[config.mk]
export PLATFORM = sky130hd
export DESIGN_NAME = sw_seq_loader_flat
export DESIGN_NICKNAME = d
export VERILOG_FILES = /design/src/rtl/sw_pkg.sv /design/src/rtl/sw_seq_loader_if.sv /design/src/rtl/sw_seq_loader.sv /design/src/flat_wrapper.sv
export SDC_FILE = /design/constraint.sdc
export NUM_CORES = 1
export LEC_CHECK = 0
export ABC_AREA = 0
export ABC_CLOCK_PERIOD_IN_PS = 2900
export CAP_MARGIN = 20
export CORE_AREA = 2 2 225 227
export CTS_CLUSTER_DIAMETER = 30
export DETAILED_ROUTE_END_ITERATION = 6
export DIE_AREA = 0 0 227 229
export DONT_BUFFER_PORTS = 1
export REMOVE_ABC_BUFFERS = 1
export SLEW_MARGIN = 20
export SYNTH_ARGS = -nofsm -noshare
export SYNTH_HDL_FRONTEND = slang
export SYNTH_SLANG_ARGS = --single-unit
[constraint.sdc]
create_clock -name avm_clk -period 2.9 [get_ports avm_clk]
set_clock_uncertainty 0.1 [all_clocks]
set_input_delay 0.29 -clock avm_clk [delete_from_list [all_inputs] [get_ports avm_clk]]
set_output_delay 0.29 -clock avm_clk [all_outputs]
set_load 0.01 [all_outputs]
[src/rtl/sw_pkg.sv]
// ---------------------------------------------------------------------------
// sw_pkg
// Shared constants and types for the Smith-Waterman sequence loader.
//   RX_BASE / STATUS_BASE : UART register addresses on the Avalon-MM bus
//   RX_OK_BIT / TX_OK_BIT : flag positions inside the UART STATUS word
//   SEQ_LENGTH            : bases per sequence (two bits per base)
//   SEQ_BITS              : width of one packed sequence bus
//   loader_state_e        : state encoding of the loader FSM
// ---------------------------------------------------------------------------
package sw_pkg;

  localparam logic [4:0] RX_BASE     = 5'd0;
  localparam logic [4:0] STATUS_BASE = 5'd8;
  localparam int         RX_OK_BIT   = 7;
  localparam int         TX_OK_BIT   = 6;

  localparam int SEQ_LENGTH = 128;
  localparam int SEQ_BITS   = 2 * SEQ_LENGTH;

  typedef enum logic [1:0] {
    S_POLL = 2'd0,
    S_GET  = 2'd1,
    S_HOLD = 2'd2
  } loader_state_e;

endpackage

[src/rtl/sw_seq_loader_if.sv]
// ---------------------------------------------------------------------------
// sw_seq_loader_if
// Avalon-MM read-only link between the sequence loader and the UART core.
//   avm_address     : register address driven by the master
//   avm_read        : read request driven by the master
//   avm_readdata    : read data returned by the slave
//   avm_waitrequest : slave stall; a read completes when this is low
// Modports: master (the loader) and slave (the UART side).
// ---------------------------------------------------------------------------
interface sw_seq_loader_if;

  logic [4:0]  avm_address;
  logic        avm_read;
  logic [31:0] avm_readdata;
  logic        avm_waitrequest;

  modport master (
    output avm_address,
    output avm_read,
    input  avm_readdata,
    input  avm_waitrequest
  );

  modport slave (
    input  avm_address,
    input  avm_read,
    output avm_readdata,
    output avm_waitrequest
  );

endinterface

[src/rtl/sw_seq_loader.sv]
// ---------------------------------------------------------------------------
// sw_seq_loader
// Pulls bytes from a UART over Avalon-MM and assembles them into one
// Smith-Waterman frame: the first half of the bytes form the reference
// sequence and the second half the read sequence, both MSB-first.
// A partial frame that goes idle for TIMEOUT_CYCLES is discarded.
//
// Ports:
//   avm_clk, avm_rst_n   : clock, asynchronous active-low reset
//   avm                  : Avalon-MM master (UART RX / STATUS polling)
//   o_valid / i_ready    : frame handshake towards SW_core
//   o_sequence_ref       : 128 two-bit reference bases
//   o_sequence_read      : 128 two-bit read bases
//   o_seq_ref_length     : constant 128
//   o_seq_read_length    : constant 128
//   o_frame_drop         : one-cycle pulse when a partial frame is dropped
// ---------------------------------------------------------------------------
module sw_seq_loader
  import sw_pkg::*;
#(
  parameter int TIMEOUT_CYCLES = 50000,
  parameter int FRAME_BYTES    = 64
) (
  input  logic                avm_clk,
  input  logic                avm_rst_n,
  sw_seq_loader_if.master     avm,
  output logic                o_valid,
  input  logic                i_ready,
  output logic [SEQ_BITS-1:0] o_sequence_ref,
  output logic [SEQ_BITS-1:0] o_sequence_read,
  output logic [7:0]          o_seq_ref_length,
  output logic [7:0]          o_seq_read_length,
  output logic                o_frame_drop
);

  localparam int FRAME_BITS = 2 * SEQ_BITS;
  localparam int IDX_W      = $clog2(FRAME_BYTES + 1);
  localparam int CNT_W      = 17;

  localparam logic [CNT_W-1:0] TIMEOUT_VAL = CNT_W'(TIMEOUT_CYCLES);
  localparam logic [IDX_W-1:0] LAST_IDX    = IDX_W'(FRAME_BYTES - 1);

  loader_state_e         state_q, state_d;
  logic [IDX_W-1:0]      idx_q, idx_d;
  logic [CNT_W-1:0]      idle_q, idle_d;
  logic [FRAME_BITS-1:0] frame_q, frame_d;
  logic                  drop_q, drop_d;

  logic byte_accept;
  logic unused_rdata;

  // Only the low byte of RX and the RX_OK flag of STATUS carry information.
  assign unused_rdata = ^avm.avm_readdata[31:8];

  always_comb begin
    state_d         = state_q;
    idx_d           = idx_q;
    idle_d          = idle_q;
    frame_d         = frame_q;
    drop_d          = 1'b0;
    byte_accept     = 1'b0;
    avm.avm_read    = 1'b1;
    avm.avm_address = STATUS_BASE;

    // Bus outputs depend only on the state, and the state only moves once a
    // read has completed, so address/read are stable throughout a stall.
    case (state_q)
      S_POLL: begin
        if (!avm.avm_waitrequest && avm.avm_readdata[RX_OK_BIT]) begin
          state_d = S_GET;
        end
      end

      S_GET: begin
        avm.avm_address = RX_BASE;
        if (!avm.avm_waitrequest) begin
          byte_accept = 1'b1;
          // Frame register is {ref, read}; byte k lands at the top minus 8k.
          for (int k = 0; k < FRAME_BITS / 8; k++) begin
            if (idx_q == IDX_W'(k)) begin
              frame_d[FRAME_BITS-1-8*k -: 8] = avm.avm_readdata[7:0];
            end
          end
          idx_d   = idx_q + IDX_W'(1);
          state_d = (idx_q == LAST_IDX) ? S_HOLD : S_POLL;
        end
      end

      S_HOLD: begin
        avm.avm_read = 1'b0;
        if (i_ready) begin
          state_d = S_POLL;
          idx_d   = '0;
        end
      end

      default: begin
        state_d = S_POLL;
      end
    endcase

    // Entry into S_HOLD always coincides with an accepted byte, so clearing
    // on byte_accept also covers the clear-on-hold-entry case.
    if (byte_accept) begin
      idle_d = '0;
    end else if (idle_q < TIMEOUT_VAL) begin
      idle_d = idle_q + CNT_W'(1);
    end

    // A byte landing in the same cycle always wins over the timeout.
    if (state_q == S_POLL && idle_q == TIMEOUT_VAL && idx_q != '0 && !byte_accept) begin
      idx_d  = '0;
      drop_d = 1'b1;
    end
  end

  always_ff @(posedge avm_clk or negedge avm_rst_n) begin
    if (!avm_rst_n) begin
      state_q <= S_POLL;
      idx_q   <= '0;
      idle_q  <= '0;
      frame_q <= '0;
      drop_q  <= 1'b0;
    end else begin
      state_q <= state_d;
      idx_q   <= idx_d;
      idle_q  <= idle_d;
      frame_q <= frame_d;
      drop_q  <= drop_d;
    end
  end

  assign o_valid           = (state_q == S_HOLD);
  assign o_frame_drop      = drop_q;
  assign o_sequence_ref    = frame_q[FRAME_BITS-1:SEQ_BITS];
  assign o_sequence_read   = frame_q[SEQ_BITS-1:0];
  assign o_seq_ref_length  = 8'(SEQ_LENGTH);
  assign o_seq_read_length = 8'(SEQ_LENGTH);

endmodule

[src/flat_wrapper.sv]
// flat-port wrapper written by rule: the top's interface ports become plain ports
module sw_seq_loader_flat import sw_pkg::*;
#(
  parameter int TIMEOUT_CYCLES = 50000,
  parameter int FRAME_BYTES    = 64
)
  (avm_clk, avm_rst_n, o_valid, i_ready, o_sequence_ref, o_sequence_read, o_seq_ref_length, o_seq_read_length, o_frame_drop, avm_avm_address, avm_avm_read, avm_avm_readdata, avm_avm_waitrequest);
  sw_seq_loader_if avm_i ();
  input  logic avm_clk;
  input  logic avm_rst_n;
  output logic o_valid;
  input  logic i_ready;
  output logic [SEQ_BITS-1:0] o_sequence_ref;
  output logic [SEQ_BITS-1:0] o_sequence_read;
  output logic [7:0] o_seq_ref_length;
  output logic [7:0] o_seq_read_length;
  output logic o_frame_drop;
  output wire logic [$bits(avm_i.avm_address)-1:0] avm_avm_address;
  output wire logic [$bits(avm_i.avm_read)-1:0] avm_avm_read;
  input wire logic [$bits(avm_i.avm_readdata)-1:0] avm_avm_readdata;
  input wire logic [$bits(avm_i.avm_waitrequest)-1:0] avm_avm_waitrequest;
  assign avm_avm_address = avm_i.avm_address;
  assign avm_avm_read = avm_i.avm_read;
  assign avm_i.avm_readdata = avm_avm_readdata;
  assign avm_i.avm_waitrequest = avm_avm_waitrequest;
  sw_seq_loader #(.TIMEOUT_CYCLES(TIMEOUT_CYCLES), .FRAME_BYTES(FRAME_BYTES)) u_core (.avm_clk(avm_clk), .avm_rst_n(avm_rst_n), .avm(avm_i), .o_valid(o_valid), .i_ready(i_ready), .o_sequence_ref(o_sequence_ref), .o_sequence_read(o_sequence_read), .o_seq_ref_length(o_seq_ref_length), .o_seq_read_length(o_seq_read_length), .o_frame_drop(o_frame_drop));
endmodule
==> results of run 1 <==
==> where the power goes <==
part / switching (mW) / leakage, nW / internal, mW / total [mW]
clock network: 4.25 / 1.92 / 8.96 / 13.2
registers: 0.878 / 7.43 / 8.18 / 9.05
logic: 0.982 / 3.71 / 0.750 / 1.73
total: 6.11 / 13.1 / 17.9 / 24.0
==> cells in the final DEF, fill, tap and decap left out, types with 11 or more instances in the layout <==
| cell | Yosys | layout |
|---|---|---|
| nand2_1 | 35 | 35 |
| a21oi_1 | 11 | 11 |
| clkinv_2 | 0 | 21 |
| inv_1 | 12 | 12 |
| conb_1 | 2 | 20 |
| clkinv_4 | 0 | 12 |
| bufinv_16 | 0 | 17 |
| dfrtp_1 | 539 | 539 |
| clkbuf_16 | 0 | 113 |
| mux2_2 | 481 | 481 |
| clkinvlp_4 | 0 | 17 |
| nand3_1 | 31 | 31 |
| mux2_1 | 32 | 32 |
| clkbuf_8 | 0 | 12 |
| nor2_1 | 24 | 24 |
| buf_4 | 23 | 23 |
| nor2_2 | 11 | 11 |
| nand3_2 | 12 | 12 |
==> stage by stage <==
| step | utilization, % | hold slack [ps] | TNS, ps | instance area (um^2) | setup slack, ps |
|---|---|---|---|---|---|
| final | 52.43 | -756.3 | 0 | 26040 | 249.8 |
| after global routing | 52.42 | -796.4 | 0 | 26030 | 126.5 |
| after CTS | 52.42 | -800.5 | 0 | 26030 | 244.5 |
| after detailed placement | 43.91 | -94.01 | 0 | 21800 | 283.2 |
| after global placement | 43.91 | -94.96 | 0 | 21800 | 366.7 |
| after floorplan | - | -105.6 | -244540 | 20760 | -1362 |
==> kinds of logic after synthesis <==
group,Yosys count
flops,539
xor+xnor,7
other cells,2
mux,514
compound gates,34
buf+inv,122
fa+ha+maj,9
simple gates,165
==> per-layer routing <==
metal  track usage (%)  wire length, um
met1             26.57            22930
met2             36.87            28750
met3             8.659             5722
met4             10.52             2228
met5                 0                0
==> layout make-up <==
type                       count  area [um^2]
clock buffer                 132         3019
tap                          672        840.8
sequential                   539        13490
antenna                        2        5.005
clock inverter                77        975.9
fill                        4105        23620
inverter                      12        45.04
timing repair buffer          33        422.9
multi-input combinational    749         7238
==> worst max-delay path: cells and delay by family, from the launching register on <==
kind                       cells  cell delay (ps)
and+or+nand+nor                3              800
buffers and inverters          3              580
muxes                          1              430
DFF                            1              390
adders and majority gates      1              210
==> worst max path at each step <==
stage / endpoint / slack [ps] / depth (start not counted)
4_1_cts: u_core.frame_q[176]$_DFFE_PN0P_ / 240 / 8
2_1_floorplan: u_core.frame_q[296]$_DFFE_PN0P_ / -1360 / 6
3_5_place_dp: u_core.frame_q[176]$_DFFE_PN0P_ / 280 / 8
3_3_place_gp: u_core.frame_q[180]$_DFFE_PN0P_ / 370 / 8
5_1_grt: u_core.frame_q[183]$_DFFE_PN0P_ / 130 / 8
6_report: u_core.frame_q[183]$_DFFE_PN0P_ / 250 / 8
==> sequential cells by signal, summed over array words and instances, names as in the netlist <==
register and flops:
u_core.frame_q 512, u_core.idle_q 17, u_core.idx_q 7, u_core.o_frame_drop 1, u_core.state_q 2
==> flow_summary.ini, run 1 <==
[status]
status = finished, violations left
violations = negative hold slack

[synthesis]
yosysMostFrequentCell = dfrtp_1
synth_top_area_share_pct = 63.60
yosysWarnings = 0
synth_flop_cell = dfrtp_1
synthSimpleGateAreaFrac_pct = 4.436
synthTopCellsByArea = dfrtp_1, mux2_2, mux2_1, clkbuf_1, buf_4
synth_xor_area_share_pct = 0.2891
synth_top_family_by_area = multiplexers
yosysSeqAreaShare_pct = 63.60
syn_area_per_cell_um2 = 15.24
synth_top_area_cell = dfrtp_1
synth_edf_count = 0
synthArstFlopShare_pct = 100.0
synth_commonest_cells = dfrtp_1, mux2_2, clkbuf_1, nand2_1, mux2_1
synth.area.mux_share_pct = 27.28
syn-cell-area_um2 = 21210
ys_seq_elements = 539
synth_compound_gate_area_share_pct = 1.162
yosysUniqueCellTypes = 53
syn_inst = 1392
synthAdderAreaFrac_pct = 0.5309

[critical_path]
r2r-start = u_core.state_q[1]$_DFFE_PN0P_
startpoint_type = flip-flop
critPathMostFrequentCell = buf_4
arrival_ps = 3070
cp.required_ps = 3320
r2r_end = u_core.frame_q[183]$_DFFE_PN0P_
max_stage_delay_ps = 430
critical_path.max_fanout = 14
slowest_stage = mux2_2
critical_path.endpoint_type = flip-flop
ff2ff_path_depth = 8
crit_path_cell_trace = inv_1 > ha_1 > nand2b_1 > buf_4 > nor4b_2 > buf_4 > nand3_1 > mux2_2
regToRegSetupSlack_ps = 250
crit_type = flip-flop to flip-flop
crit_start = u_core.state_q[1]$_DFFE_PN0P_

[flow_run]
maxCapViolations = 0

[power_and_ir_drop]
ir_drop_uv = 448.0
pwr_density_cell_nw_per_um2 = 921.7
leakage_nw = 13.07
power.total_mw = 24.00

[timing]
final_max_slew_viol_count = 0
timing.slew.headroom_pct = 25.07
hold_viol_final = 539
period_share_pct = 91.39
setup_viol = 0
holdWs_ps = -756.3
worst_pin_slew_ps = 1124
fin_crit_ps = 2650
fmax_ghz = 0.3773
rsz0062_at_grt = no

[cells_and_area]
drive_above_1_share_pct = 48.90
areaGrowthSynthToFinish_pct = 22.75
stdcell_count = 2216
fin_nets = 1491

[clock_network]
clock_latency_ps = 650
numCtsBuffers = 111
cts.clk_slew.worst_paths_ps = 50
clk_path_buf_depth = 3
cts_setup_buffers = 0
cts-resized-gates = 0
cts_root_buffer = clkbuf_16
htree_levels = 3
cts_hold_buffers = 9
cts_tree = built
cts.sinks = 539

[floorplan]
num_rows = 82
coreArea_um2 = 49660
start_util_pct = 42.71
die_w_um = 227
io_pins = 572
dieArea_um2 = 51980
die_h_um = 229

[global_route]
antenna_found_initial = 0
globalRoute.totalOverflow = 0
grt_util_all_layers_pct = 22.71
grt_pass1_vias = 12753
grt_start_max_net_pins = 540
grt_pass1_wl_um = 86750

[drt]
viasPerCell = 5.409
drt_pass1_iterations = 6
wire_per_inst_um = 26.91
drc = 0
vias = 11986
ant_nets = 0
drtIter0Drc = 584
routed_wl_um = 59630

[place]
port_buffers = 0
gp_congestion = 0.7903
hpwl_um = 35910
dp.cells = 1996

[worst_hold_path]
min-delay-path-class = input port to async pin
Note: power is estimated with default switching activity, not from simulation.
==> run 2, diff against run 1 <==
--- a/config.mk
+++ b/config.mk
@@ -13,6 +13,7 @@
 export DETAILED_ROUTE_END_ITERATION = 6
 export DIE_AREA = 0 0 227 229
 export DONT_BUFFER_PORTS = 1
+export PLACE_DENSITY = 0.56
 export REMOVE_ABC_BUFFERS = 1
 export SLEW_MARGIN = 20
 export SYNTH_ARGS = -nofsm -noshare
==> run 2 against run 1 <==
Compared with the run above:
- the flow still finishes with violations (negative hold slack)
- setup slack better by 120 ps
- utilization decreased by 0.050 points
- sequential share of layout area about the same
- clock power is essentially flat
- final area about the same
- global-route usage grew 0.24 points
- via count down 0.43%
- power fell by 0.67%
- die area unchanged
- critical path depth shrank 1
- critical endpoint is now u_core.frame_q[311]$_DFFE_PN0P_
- sequential power increased by 0.7%
==> flow_summary.ini, run 2 (synthesized netlist as in run 1, its figures left out) <==
[timing]
final_max_slew_viol_count = 0
tns_ps = 0
hold_viol_final = 539
setup_viol = 0
holdWs_ps = -732.8
rsz0062_at_grt = no
timing.slew.headroom_pct = 36.79
fmax_ghz = 0.3960
period_share_pct = 87.08
worst_pin_slew_ps = 948.2
fin_crit_ps = 2525

[critical_path]
critical_path.max_fanout = 12
slowest_stage = nor4b_2
crit_path_cell_trace = inv_1 > ha_1 > nand2b_1 > nor4b_2 > buf_12 > nand3_1 > mux2_2
cp.required_ps = 3320
crit_type = flip-flop to flip-flop
startpoint_type = flip-flop
cp_top_family = simple AND/OR/NAND/NOR gates
critPathBufInv = 2
max_stage_delay_ps = 430
critical_path.endpoint_type = flip-flop
arrival_ps = 2950

[cells_and_area]
antenna_cells = 0
regMostFlops = u_core.frame_q
fin_nets = 1492
final_common_cell = dfrtp_1
layout_common_cells = dfrtp_1, mux2_2, clkbuf_16
stdcell_count = 2216
final_design_area_no_fill_um2 = 26010
drive_above_1_share_pct = 48.51
largestRegisters = u_core.frame_q: 512 flops, u_core.idle_q: 17 flops, u_core.idx_q: 7 flops
multi_input_area_um2 = 7238
fill_cells = 4181
largest_reg_flops = 512
seqCellArea_um2 = 13490
areaGrowthSynthToFinish_pct = 22.64

[global_route]
antenna_found_initial = 0
grt_util_all_layers_pct = 22.95
grt_pass1_vias = 12630
globalRoute.totalOverflow = 0
grt_pass1_wl_um = 87450
grt_start_max_net_pins = 540

[floorplan]
die_w_um = 227
num_rows = 82
io_pins = 572
start_util_pct = 42.71
coreArea_um2 = 49660
dieArea_um2 = 51980
die_h_um = 229

[clock_network]
clk_path_buf_depth = 3
numCtsBuffers = 113
clock_latency_ps = 640
cts_hold_buffers = 9
cts_tree = built
cts_setup_buffers = 0
cts.clk_slew.worst_paths_ps = 50
cts-resized-gates = 0
htree_levels = 3
cts.sinks = 539
cts_root_buffer = clkbuf_16

[drt]
drtIter0Drc = 552
wire_per_inst_um = 27.25
ant_nets = 0
viasPerCell = 5.386
routed_wl_um = 60390
vias = 11935
drc = 0
drt_pass1_iterations = 4

[flow_run]
maxCapViolations = 0

[status]
status = finished, violations left
violations = negative hold slack

[place]
hpwl_um = 36460
dp.cells = 1995
placed_area_um2 = 21800
port_buffers = 0
gp_congestion = 0.7987

[power_and_ir_drop]
pwr_density_cell_nw_per_um2 = 916.4
ir_drop_uv = 523.4
leakage_nw = 13.08

[worst_hold_path]
min-delay-path-class = input port to async pin
## run 2: cell types whose count changed in the layout (fill, tap and decap cells not counted), sizes merged
cell | previous run | this run
clkinvlp | 17 | 10
clkinv | 35 | 27
bufinv | 17 | 11
clkbuf | 132 | 159
buf | 32 | 31
diode | 2 | 0
inv | 20 | 17
## run 2: final timing paths
check | start | end | slack (ps) | cells after the start
worst min register to register | u_core.idle_q[7]$_DFFE_PN0P_ | u_core.idle_q[7]$_DFFE_PN0P_ | 440 | 2
worst min-delay path | avm_rst_n | u_core.frame_q[136]$_DFFE_PN0P_ | -730 | 0
min in group avm_clk | avm_avm_readdata[5] | u_core.frame_q[445]$_DFFE_PN0P_ | 70 | 2
worst max-delay path | u_core.state_q[1]$_DFFE_PN0P_ | u_core.frame_q[311]$_DFFE_PN0P_ | 370 | 7
max in group asynchronous | avm_rst_n | u_core.frame_q[506]$_DFFE_PN0P_ | 2660 | 0
worst max register to register | u_core.state_q[1]$_DFFE_PN0P_ | u_core.frame_q[311]$_DFFE_PN0P_ | 370 | 7
## run 2: stage by stage
step,utilization [%],setup slack [ps],power (mW)
after global placement,43.89,457.6,10.68
final,52.38,374.5,23.84
after CTS,52.38,377.3,24.10
after detailed placement,43.89,407.1,10.74
after floorplan,-,-1362,9.962
after global routing,52.38,183.5,24.75
## run 2: report_power, final
part / switching [mW] / total (mW) / internal (mW)
Clock: 4.09 / 13.0 / 8.95
Sequential: 0.935 / 9.11 / 8.18
Combinational: 0.949 / 1.69 / 0.741
## run 2: final cells by class
cell class | instances | share of cell area, %
clock buffers | 159 | 12.85
clock inverters | 53 | 2.458
inverters | 12 | 0.1732
multi-input cells | 749 | 27.83
flip-flops and latches | 539 | 51.86
well taps | 672 | 3.233
repair buffers | 32 | 1.597
## run 2: worst reg2reg max path, stage by stage (launching register included)
cell and delay, ps:
dfrtp_1 400, inv_1 90, ha_1 210, nand2b_1 190
nor4b_2 430, buf_12 240, nand3_1 350, mux2_2 390
## run 2: layer usage
metal | global-route usage (%) | vias to the layer above | part of all wire (%)
met5 | 0 | - | 0
met2 | 38.40 | 445 | 49
met3 | 9.622 | 104 | 10
li1 | - | 5026 | -
met1 | 26.44 | 6360 | 38
met4 | 7.761 | 0 | 2.7
